`config.mk`:
```
export PLATFORM = sky130hd
export DESIGN_NAME = count_ctrl
export DESIGN_NICKNAME = d
export VERILOG_FILES = /design/src/rtl/count_ctrl_pkg.sv /design/src/rtl/count_ctrl_prescaler.sv /design/src/rtl/count_ctrl.sv
export SDC_FILE = /design/constraint.sdc
export NUM_CORES = 1
export LEC_CHECK = 0
export ABC_AREA = 1
export BUFFER_PORTS_ARGS = -buffer_cell sky130_fd_sc_hd__buf_2
export CAP_MARGIN = 0
export CORE_MARGIN = 3
export CORE_UTILIZATION = 25
export CTS_CLUSTER_DIAMETER = 120
export DETAILED_ROUTE_END_ITERATION = 10
export HOLD_SLACK_MARGIN = 0.15
export SYNTH_ARGS = -nofsm -noshare
export SYNTH_HDL_FRONTEND = slang
export SYNTH_SLANG_ARGS = --single-unit
```
`constraint.sdc`:
```
create_clock -name clk -period 2.55 [get_ports clk]
set_clock_uncertainty 0.2 [all_clocks]
set_input_delay 0.51 -clock clk [delete_from_list [all_inputs] [get_ports clk]]
set_output_delay 0.51 -clock clk [all_outputs]
set_load 0.02 [all_outputs]
```
`src/rtl/count_ctrl_pkg.sv`:
```
// count_ctrl_pkg: shared definitions for the count_ctrl sequencer.
//   ST_IDLE / ST_RUN / ST_DONE : FSM state encodings (2-bit)
//   DEF_WIDTH, DEF_PRESCALE_W  : default counter and prescaler widths
package count_ctrl_pkg;

    localparam logic [1:0] ST_IDLE = 2'd0;
    localparam logic [1:0] ST_RUN  = 2'd1;
    localparam logic [1:0] ST_DONE = 2'd2;

    localparam int unsigned DEF_WIDTH      = 4;
    localparam int unsigned DEF_PRESCALE_W = 8;

endpackage

```
`src/rtl/count_ctrl_prescaler.sv`:
```
// count_ctrl_prescaler: tick divider, one tick every presc+1 clocks.
// Ports:
//   clk, rst  - clock, asynchronous active-high reset
//   clr       - restart the divider phase (next tick after presc+1 clocks)
//   presc     - divide value (already sampled by the parent)
//   tick      - combinational tick strobe
module count_ctrl_prescaler
    import count_ctrl_pkg::*;
#(
    parameter int unsigned PRESCALE_W = DEF_PRESCALE_W
) (
    input  logic                  clk,
    input  logic                  rst,
    input  logic                  clr,
    input  logic [PRESCALE_W-1:0] presc,
    output logic                  tick
);

    logic [PRESCALE_W-1:0] cnt_q;
    logic [PRESCALE_W-1:0] cnt_d;

    assign tick = (cnt_q == presc);

    // Wrap on tick; clr re-aligns the phase regardless of tick.
    always_comb begin
        cnt_d = cnt_q + PRESCALE_W'(1);
        if (clr || tick) begin
            cnt_d = '0;
        end
    end

    always_ff @(posedge clk or posedge rst) begin
        if (rst) begin
            cnt_q <= '0;
        end else begin
            cnt_q <= cnt_d;
        end
    end

endmodule

```
`src/rtl/count_ctrl.sv`:
```
// count_ctrl: start/stop sequencer for an up/down interval counter with
// optional autoreload. Optional prescaler enabled by COUNT_CTRL_PRESCALE_EN.
// Ports:
//   clk, rst    - clock, asynchronous active-high reset
//   start       - start request (IDLE only); samples dir/autoreload/limit
//   stop        - abort (RUN only), wins over terminal
//   dir         - 1 = up (0 -> limit), 0 = down (limit -> 0)
//   autoreload  - reload and continue at terminal
//   limit       - terminal (up) / start (down) value
//   presc       - tick divider (COUNT_CTRL_PRESCALE_EN only)
//   count       - current count
//   busy        - high in RUN
//   done        - one-cycle pulse per completed pass
//   tc          - combinational: RUN and count at terminal
module count_ctrl
    import count_ctrl_pkg::*;
#(
    parameter int unsigned WIDTH = DEF_WIDTH
`ifdef COUNT_CTRL_PRESCALE_EN
   ,parameter int unsigned PRESCALE_W = DEF_PRESCALE_W
`endif
) (
    input  logic                  clk,
    input  logic                  rst,
    input  logic                  start,
    input  logic                  stop,
    input  logic                  dir,
    input  logic                  autoreload,
    input  logic [WIDTH-1:0]      limit,
`ifdef COUNT_CTRL_PRESCALE_EN
    input  logic [PRESCALE_W-1:0] presc,
`endif
    output logic [WIDTH-1:0]      count,
    output logic                  busy,
    output logic                  done,
    output logic                  tc
);

    logic [1:0]       state_q, state_d;
    logic [WIDTH-1:0] count_q, count_d;
    logic [WIDTH-1:0] limit_q, limit_d;
    logic             dir_q, dir_d;
    logic             auto_q, auto_d;
    logic             busy_q, busy_d;
    logic             done_q, done_d;

    logic [WIDTH-1:0] term;
    logic [WIDTH-1:0] reload_val;
    logic             at_term;
    logic             tick;

    assign term       = dir_q ? limit_q : '0;
    assign reload_val = dir_q ? '0 : limit_q;
    assign at_term    = (count_q == term);

`ifdef COUNT_CTRL_PRESCALE_EN
    logic [PRESCALE_W-1:0] presc_q;
    logic                  presc_clr;

    // Phase restarts on the start edge and on every autoreload.
    assign presc_clr = ((state_q == ST_IDLE) && start) ||
                       ((state_q == ST_RUN) && !stop && tick && at_term && auto_q);

    always_ff @(posedge clk or posedge rst) begin
        if (rst) begin
            presc_q <= '0;
        end else if ((state_q == ST_IDLE) && start) begin
            presc_q <= presc;
        end
    end

    count_ctrl_prescaler #(
        .PRESCALE_W (PRESCALE_W)
    ) u_prescaler (
        .clk   (clk),
        .rst   (rst),
        .clr   (presc_clr),
        .presc (presc_q),
        .tick  (tick)
    );
`else
    assign tick = 1'b1;
`endif

    // Next-state and datapath update.
    always_comb begin
        state_d = state_q;
        count_d = count_q;
        limit_d = limit_q;
        dir_d   = dir_q;
        auto_d  = auto_q;
        done_d  = 1'b0;

        case (state_q)
            ST_IDLE: begin
                if (start) begin
                    state_d = ST_RUN;
                    dir_d   = dir;
                    auto_d  = autoreload;
                    limit_d = limit;
                    count_d = dir ? '0 : limit;
                end
            end
            ST_RUN: begin
                if (stop) begin
                    state_d = ST_IDLE;
                end else if (tick) begin
                    if (at_term) begin
                        done_d = 1'b1;
                        if (auto_q) begin
                            count_d = reload_val;
                        end else begin
                            state_d = ST_DONE;
                        end
                    end else if (dir_q) begin
                        count_d = count_q + WIDTH'(1);
                    end else begin
                        count_d = count_q - WIDTH'(1);
                    end
                end
            end
            ST_DONE: begin
                state_d = ST_IDLE;
            end
            default: begin
                state_d = ST_IDLE;
            end
        endcase

        busy_d = (state_d == ST_RUN);
    end

    always_ff @(posedge clk or posedge rst) begin
        if (rst) begin
            state_q <= ST_IDLE;
            count_q <= '0;
            limit_q <= '0;
            dir_q   <= 1'b0;
            auto_q  <= 1'b0;
            busy_q  <= 1'b0;
            done_q  <= 1'b0;
        end else begin
            state_q <= state_d;
            count_q <= count_d;
            limit_q <= limit_d;
            dir_q   <= dir_d;
            auto_q  <= auto_d;
            busy_q  <= busy_d;
            done_q  <= done_d;
        end
    end

    assign count = count_q;
    assign busy  = busy_q;
    assign done  = done_q;
    assign tc    = (state_q == ST_RUN) && at_term;

endmodule

```
Yosys cells after proc, flatten, opt, wreduce, memory -nomap -nowiden
Cells that the tools add are included.
{"block": "totals", "register_bits": 14, "out_inout_bits": 7, "elab_cells": 37}
{"block": "classes", "add_sub_neg": 2, "eq_ne": 6, "n_mux": 17, "n_reduce_logical": 5}
{"operator": "$mux W4", "n": 8}
{"operator": "$mux W2", "n": 4}
{"operator": "$pmux W4 S2", "n": 1}
{"operator": "$add A4 B1 Y4 const B", "n": 1}
{"operator": "$eq A2 B1 Y1 const B", "n": 2}
{"operator": "$eq A4 B4 Y1", "n": 1}
{"operator": "$ne A2 B2 Y1 const B", "n": 2}
{"operator": "$pmux W2 S2", "n": 1}
{"operator": "$reduce_and A4 Y1", "n": 1}
{"operator": "$sub A4 B1 Y4 const B", "n": 1}
{"operator": "$mux W1", "n": 3}
{"operator": "$ne A3 B3 Y1 const B", "n": 1}
{"operator": "$logic_not A2 Y1", "n": 1}
{"operator": "$reduce_and A2 Y1", "n": 1}
{"operator": "$reduce_bool A2 Y1", "n": 1}
{"operator": "$logic_and A1 B1 Y1", "n": 1}

Depth between registers and ports, before layout
Gate-level depths: netlist of the first run.
{"block": "logic_depth", "ltp_word": 6, "depth_mapped": 11, "depth_no_buf": 10}

Worst setup path after synthesis of the first run
Ideal clock, no wire load.
{"block": "synth_timing", "kind": "register to output", "from": "reg count_q[2] (netlist: count[2])", "to": "out tc", "arrival_ps": 1268, "required_time_ps": 1840, "slack_ps": 572, "stages_incl_launch_ff": 7, "n_path_buf": 0, "cell_sequence": "dfrtp_1 > inv_1 > nand3_1 > nand2_4 > nor2_8 > nand2_4 > nor2_1"}
{"block": "synth_between", "elab_chain_cells": 2}
{"element": "start, declared", "line_no": "count_ctrl.sv:40", "source": "logic [WIDTH-1:0] count_q, count_d;"}
{"element": "start signal, assigned", "line_no": "count_ctrl.sv:144", "source": "count_q <= count_d;"}
{"element": "$eq A4 B4 Y1", "line_no": "count_ctrl.sv:54", "source": "assign at_term = (count_q == term);"}
{"element": "$logic_and A1 B1 Y1", "line_no": "count_ctrl.sv:156", "source": "assign tc = (state_q == ST_RUN) && at_term;"}
{"element": "end, declared", "line_no": "count_ctrl.sv:36", "source": "output logic tc"}
Every way passes these cells.

Worst setup path after layout of the first run
{"block": "layout_timing", "from": "reg dir_q", "to": "out tc"}
{"block": "layout_between", "elab_chain_cells": 3}
{"element": "start, declared", "line_no": "count_ctrl.sv:42", "source": "logic dir_q, dir_d;"}
{"element": "start signal, assigned", "line_no": "count_ctrl.sv:146", "source": "dir_q <= dir_d;"}
{"element": "$mux W4", "line_no": "count_ctrl.sv:52", "source": "assign term = dir_q ? limit_q : '0;"}
{"element": "$eq A4 B4 Y1", "line_no": "count_ctrl.sv:54"}
{"element": "$logic_and A1 B1 Y1", "line_no": "count_ctrl.sv:156"}
Every way passes these cells.

==> results of run 1 <==
[metal layers]
metal / vias up / track usage [%]
met5: - / 0
met4: 0 / 7.59
met3: 6 / 1.52
met2: 14 / 15.1
met1: 367 / 16.5
li1: 422 / -
[registers in the layout, indices dropped and copies added, names as in the netlist]
register,count
auto_q,1
dir_q,1
count,4
limit_q,4
done,1
busy,1
state_q,2
[placed cells by master, fill, tap and decap left out]
cell type / instances
nand3b_1: 2
or2_2: 1
inv_1: 15
dfrtp_1: 14
nor2_1: 7
inv_2: 3
ha_1: 2
nor2_8: 1
xor2_1: 1
nand3_4: 1
dlygate4sd3_1: 1
nor3b_2: 1
nand2_1: 34
nor4_1: 1
clkbuf_8: 4
nor3_1: 3
a21oi_1: 4
nand2_2: 3
nand3_1: 13
nand2_4: 4
o21ai_0: 7
o21ai_4: 1
fa_1: 1
buf_2: 16
[worst max-delay path: stages (launching register included)]
cell and delay [ns]:
dfrtp_1 0.52, nand2_2 0.09, nand2_2 0.08, nand2_4 0.07, nor2_8 0.17, nand2_4 0.09, nor2_1 0.08, buf_2 0.17
[stage by stage]
stage,total power (W),instances,utilization (%)
floorplan,0.00110,120,-
global placement,0.00128,181,30.4
detailed placement,0.00128,181,30.4
CTS,0.00151,186,32.3
global route,0.00165,186,32.3
finish,0.00150,186,32.3
[kinds of logic (layout without fill, tap and decap cells)]
family	after synthesis	after routing
compound gates	12	12
xor+xnor	1	1
fa+ha+maj	3	3
buf+inv	19	39
flops	14	14
simple gates	71	71
[report_power, final]
| group | internal, W | switching [W] | leakage (nW) |
|---|---|---|---|
| logic | 0.000304 | 0.000526 | 0.387 |
| clock network | 0.000137 | 0.0000882 | 0.0288 |
| registers | 0.000315 | 0.000131 | 0.172 |
| total | 0.000756 | 0.000745 | 0.588 |
[timing repair]
item	4_1_cts	5_1_grt
hold buffers	1	0
endpoints found under the setup margin	0	0
endpoints found under the hold margin	14	0
[cell type report]
class	instances	area share [%]
inverter	18	6.03
timing repair buffer	17	8.04
tap	46	5.13
multi-input combinational	87	44.6
sequential	14	31.2
clock buffer	4	4.91
[worst max-delay path by stage]
stage,end,slack (ns)
2_1_floorplan,tc,0.57
3_3_place_gp,count[3],0.46
3_5_place_dp,count[3],0.46
4_1_cts,tc,0.30
5_1_grt,tc,0.16
6_report,tc,0.31
==> reports/metrics.csv, run 1 <==
metric;value;unit
outcome;complete, no violations;
setup_ws;0.313;ns
wl_met2;981;um
cts_setup_buffers;0;
hold_end;state_q[1];
cts_resized;0;
synth_ff_type;dfrtp_1;
die_w;67.0;um
ys_ff_latch;14;
grt-ovfl-total;0;
min_from;auto_q;
num_vias;809;
grt_max_degree;15;
hold_class;reg2reg;
synth_top_cell_area_share;37.7;%
synth_cells;120;
critPathKind;reg2out;
cts_sinks;14;
drc;0;
maxCapViolCount;0;
syn_to_final_growth;20.6;%
yosysUniqueCellTypes;22;
antenna_found_initial;0;
fp.dieH;67.0;um
synth_fa_ha_area_share;4.85;%
ir_drop;0.295;mV
worst_pin_slew;0.559;ns
cts_tree;built;
die_area;4490;um2
cp-startpoint;dir_q;
fin_tns_setup;0;ns
finalCritPeriodShare;87.7;%
grt_pass1_wl;3.64;mm
timing.rr.end;count[3];
finalHoldViolCount;0;
synth.area.mux_share;0;%
drt_wl_total;2.23;mm
h-tree-depth;1;
io_pins;17;
setup_viol;0;
drive_gt1_share;25.0;%
synth_most_common_cell;nand2_1;
rr_startpoint;dir_q;
cts-root-buf;clkbuf_8;
final_area;1120;um2
syn-mean-instance-area;7.75;um2
grt.total_usage;11.3;%
routed.top_layer;met4;
cts-buffers-inserted;3;
ff2ff_setup_slack;0.45;ns
dp_slack;0.456;ns
multi_input_comb_area;500;um2
finalNetCount;154;
avgViaCountPerCell;4.35;
power_leakage;0.588;nW
yosysSeqAreaShare;37.7;%
dr_wl_met3;69;um
power_density;1340;nW/um2
synth_xor_area_share;0.942;%
slew_headroom;62.7;%
worstSetupEndpointType;output port;
synthTopCellsByCount;nand2_1 (34), inv_1 (15), dfrtp_1 (14);
rsz0062_at_grt;false;
dpl_cell_area;1060;um2
regArea;350;um2
yosys.area_share.simple;40.4;%
final-max-slew-violation-count;0;
place_congestion;0.788;
synth_top_family_by_area;simple AND/OR/NAND/NOR gates;
fmax;447;MHz
fillers;387;
r2r_cells;8;
critPathMaxFanout;10;
period_minus_slack;2.24;ns
dp_hpwl;1.64;mm
yosys_warnings;0;
hold_depth;1;
cp.required;1.84;ns
holdWs;0.239;ns
numPortBuffers;16;
postRouteAntennaNets;0;
diodes;0;
path_clk_slew;0.06;ns
cts_buffer_depth;2;
wire_per_inst;12.0;um
arrival;1.53;ns
synth_edf_count;0;
clk_latency;0.26;ns
startpoint_type;register;
drt_iter0_markers;19;
syn_nets;133;
initial_utilization;26.8;%
yosys.area.top_type;dfrtp_1;
met1Wirelength;1.10;mm
drtPass1Iterations;4;
synth_compound_area_share;7.67;%
syn_area;930;um2
rows;21;
core;3470;um2
synth-async-reset-ratio;100;%
synth_area_leaders;dfrtp_1 (38%), nand2_1 (14%), nand3_1 (7.0%), inv_1 (6.1%), nand2_4 (4.8%);
grt_pass1_vias;731;
(Power assumes the default switching activity.)
==> inputs of run 2 (changes only) <==
Settings changed: PLACE_DENSITY set to 0.4.
==> run 2 against run 1 <==
Effect of this change:
- non-clock buffer count unchanged
- core utilization unchanged
- global-route usage up 0.28 points
- wire length down 0.90%
- final area unchanged
- setup slack worse by 0.00085 ns
- flip-flop and latch count unchanged
- first-iteration DRC count rose to 3.1 times the previous value
- combinational power up 1%
- via count up 2.0%
- sequential share of layout area unchanged
- clock power down 4%
- critical endpoint unchanged
- highest routed layer unchanged
==> reports/metrics.csv, run 2 (synthesized netlist as in run 1, its figures left out) <==
metric;value;unit
io_pins;17;
clk_latency;0.24;ns
critPathKind;reg2out;
ff2ff_setup_slack;0.48;ns
h-tree-depth;1;
power_density;1340;nW/um2
cts_hold_buffers;1;
cts_sinks;14;
period_minus_slack;2.24;ns
dp_hpwl;1.73;mm
antenna_found_initial;0;
hold_end;state_q[1];
ir_drop;0.462;mV
grt-ovfl-total;0;
cts_setup_buffers;0;
utilization;32.3;%
fin_tns_setup;0;ns
initial_utilization;26.8;%
drt_iter0_markers;58;
postRouteAntennaNets;0;
hold_class;reg2reg;
core;3470;um2
critPathMaxFanout;10;
timing.rr.end;count[3];
fp.dieH;67.0;um
final_cell_mix;nand2_1 (34), buf_2 (16), inv_1 (15), dfrtp_1 (14), nand3_1 (13);
finalHoldViolCount;0;
syn_to_final_growth;20.6;%
setup_viol;0;
fillers;405;
grt.total_usage;11.6;%
grt_pass1_vias;803;
cts_tree;built;
drive_gt1_share;25.0;%
cts_resized;0;
rows;21;
die_w;67.0;um
numPortBuffers;16;
regArea;350;um2
drt_wl_total;2.21;mm
cts_buffer_depth;2;
r2r_cells;8;
finalCritPeriodShare;87.8;%
die_area;4490;um2
path_clk_slew;0.06;ns
min_from;auto_q;
worst_pin_slew;0.548;ns
maxCapViolCount;0;
fmax;447;MHz
slew_headroom;63.4;%
avgViaCountPerCell;4.44;
arrival;1.53;ns
power_leakage;0.588;nW
wire_per_inst;11.9;um
cts-buffers-inserted;3;
layout_commonest_cell;nand2_1;
fin_cells;186;
final-max-slew-violation-count;0;
hold_depth;1;
drtPass1Iterations;4;
cp.required;1.84;ns
fin_total_pwr;0.00150;W
dp_cells;181;
grt_pass1_wl;3.84;mm
multi_input_comb_area;500;um2
num_vias;825;
diodes;0;
outcome;complete, no violations;
grt_max_degree;15;
finalNetCount;154;
place_congestion;0.833;
worstSetupEndpointType;output port;
rsz0062_at_grt;false;
startpoint_type;register;
holdWs;0.231;ns
drc;0;
cts-root-buf;clkbuf_8;
rr_startpoint;dir_q;
## run 2: metal layers
| layer | up-vias | GRT usage (%) | share of wire [%] |
|---|---|---|---|
| li1 | 419 | - | - |
| met1 | 390 | 15.9 | 48 |
| met2 | 14 | 17.5 | 47 |
| met3 | 2 | 4.05 | 4.2 |
| met4 | 0 | 2.28 | 0.54 |
| met5 | - | 0 | 0 |
## run 2: final cells by class
| cell class | count | share of cell area [%] |
|---|---|---|
| Tap cell | 46 | 5.13 |
| Clock buffer | 4 | 4.91 |
| Sequential cell | 14 | 31.2 |
| Inverter | 18 | 6.03 |
| Timing Repair Buffer | 17 | 8.04 |
| Multi-Input combinational cell | 87 | 44.6 |
## run 2: worst max path at each step
stage / endpoint / depth (start not counted) / from
after floorplan: tc / 6 / count[2]
after global placement: tc / 8 / count[0]
after detailed placement: count[3] / 8 / dir_q
after CTS: tc / 7 / dir_q
after global routing: tc / 7 / dir_q
final: tc / 7 / dir_q
## run 2: where the power goes
part | switching [W] | internal [W]
Sequential | 0.000132 | 0.000315
Clock | 0.0000783 | 0.000137
Combinational | 0.000532 | 0.000307
## run 2: critical path, cell delays in order (launching register included)
cell and delay [ns]:
dfrtp_1 0.52, nand3_1 0.11, nand2_1 0.09, nand2_1 0.07
inv_2 0.14, nand2_4 0.10, nor2_1 0.08, buf_2 0.17
## run 2: per-stage QoR
| stage | setup WS, ns | instance area [um2] |
|---|---|---|
| floorplan | 0.572 | 930 |
| global placement | 0.554 | 1060 |
| detailed placement | 0.495 | 1060 |
| CTS | 0.292 | 1120 |
| global route | 0.139 | 1120 |
| finish | 0.312 | 1120 |
==> inputs of run 3 (changes only) <==
--- a/constraint.sdc
+++ b/constraint.sdc
@@ -4,2 +4,2 @@
 set_output_delay 0.51 -clock clk [all_outputs]
-set_load 0.02 [all_outputs]
+set_load 0.01 [all_outputs]
==> run 3 against run 2 <==
Effect of this change:
- combinational power down 4.1%
- final area unchanged
- critical path depth unchanged
- final cell count unchanged
- flip-flop and latch count unchanged
- critical endpoint unchanged
- largest cell class unchanged
- wire length down 2.6%
- count of clock-buffer cells in the layout unchanged
- worst hold slack better by 0.00065 ns
==> reports/metrics.csv, run 3 (synthesized netlist as in run 1, its figures left out) <==
metric;value;unit
outcome;complete, no violations;
avgViaCountPerCell;4.35;
final_cell_mix;nand2_1 (34), buf_2 (16), inv_1 (15), dfrtp_1 (14), nand3_1 (13);
die_w;67.0;um
num_vias;810;
drive_gt1_share;25.0;%
cts_buffer_depth;2;
grt.total_usage;11.3;%
place_congestion;0.727;
drt_wl_total;2.15;mm
hold_class;reg2reg;
grt_pass1_vias;809;
numPortBuffers;16;
rows;21;
worst_pin_slew;0.540;ns
power_density;1300;nW/um2
cp-startpoint;dir_q;
clk_latency;0.24;ns
dp_hpwl;1.69;mm
grt-ovfl-total;0;
clockPowerShare;14.8;%
ir_drop;0.444;mV
diodes;0;
cp.required;1.84;ns
finalHoldViolCount;0;
period_minus_slack;2.25;ns
power.net_switching;0.000704;W
drc;0;
rsz0062_at_grt;false;
power_leakage;0.588;nW
io_pins;17;
critPathMaxFanout;10;
h-tree-depth;1;
min_from;auto_q;
core;3470;um2
cts_sinks;14;
internal_power;0.000758;W
postRouteAntennaNets;0;
slew_headroom;64.0;%
startpoint_type;register;
fp.dieH;67.0;um
drt_iter0_markers;19;
holdWs;0.231;ns
fin_cells;186;
antenna_found_initial;0;
multi_input_comb_area;500;um2
maxCapViolCount;0;
final-max-slew-violation-count;0;
cts-buffers-inserted;3;
syn_to_final_growth;20.6;%
worstSetupEndpointType;output port;
timing.rr.end;count[3];
critPathKind;reg2out;
setup_viol;0;
r2r_cells;8;
wire_per_inst;11.5;um
fmax;444;MHz
grt_pass1_wl;3.86;mm
p_comb_share;55.0;%
layout_commonest_cell;nand2_1;
finalNetCount;154;
finalCritPeriodShare;88.3;%
rr_startpoint;dir_q;
crit_end;tc;
fillers;392;
p_sw_share;48.2;%
fin_tns_setup;0;ns
dp_cells;181;
drtPass1Iterations;4;
die_area;4490;um2
path_clk_slew;0.06;ns
grt_max_degree;15;
initial_utilization;26.8;%
pwr-share-seq;30.2;%
cts-root-buf;clkbuf_8;
cts_tree;built;
regArea;350;um2
ff2ff_setup_slack;0.45;ns
arrival;1.54;ns
run 3: power groups by stage:
stage	sequential [W]	clock (W)	combinational, W
finish	0.000442	0.000216	0.000805
global route	0.000465	0.000234	0.000929
CTS	0.000446	0.000223	0.000828
detailed placement	0.000450	0	0.000819
global placement	0.000448	0	0.000812
floorplan	0.000419	0	0.000647
run 3: metrics by stage:
stage,utilization (%),power [W],setup slack (ns),instance area (um2)
2_1_floorplan,-,0.00107,0.705,930
3_3_place_gp,30.4,0.00126,0.543,1060
3_5_place_dp,30.4,0.00127,0.462,1060
4_1_cts,32.3,0.00150,0.282,1120
5_1_grt,32.3,0.00163,0.136,1120
6_report,32.3,0.00146,0.299,1120
run 3: area by class of cell:
type	count	area share [%]
inverter	18	6.03
timing repair buffer	17	8.04
clock buffer	4	4.91
sequential	14	31.2
tap	46	5.13
multi-input combinational	87	44.6
run 3: worst max-delay path: stages (launching register included):
cell     delay, ns
dfrtp_1       0.54
nand2_2       0.09
nand2_2       0.08
nand2_4       0.07
nor2_8        0.18
nand2_4       0.10
nor2_1        0.09
buf_2         0.13
run 3: metal layers:
layer,GRT usage (%),part of all wire [%],up-vias
met5,0,0,-
met4,2.28,0.33,0
met3,3.04,3.3,2
met2,17.8,48,10
met1,15.3,48,379
li1,-,-,419
run 3: repair_timing:
item / in CTS / in global routing
buffers inserted: 0 / 0
hold endpoints to repair: 14 / 0
gates resized for setup: 0 / 0
hold buffers: 1 / 0
run 3: how the worst min path moves through the flow:
stage | depth (start not counted) | slack, ns | to
after floorplan | 1 | 0.20 | auto_q
after global placement | 1 | 0.22 | state_q[1]
after detailed placement | 1 | 0.23 | state_q[1]
after CTS | 1 | 0.24 | state_q[1]
after global routing | 1 | 0.25 | state_q[1]
final | 1 | 0.23 | state_q[1]
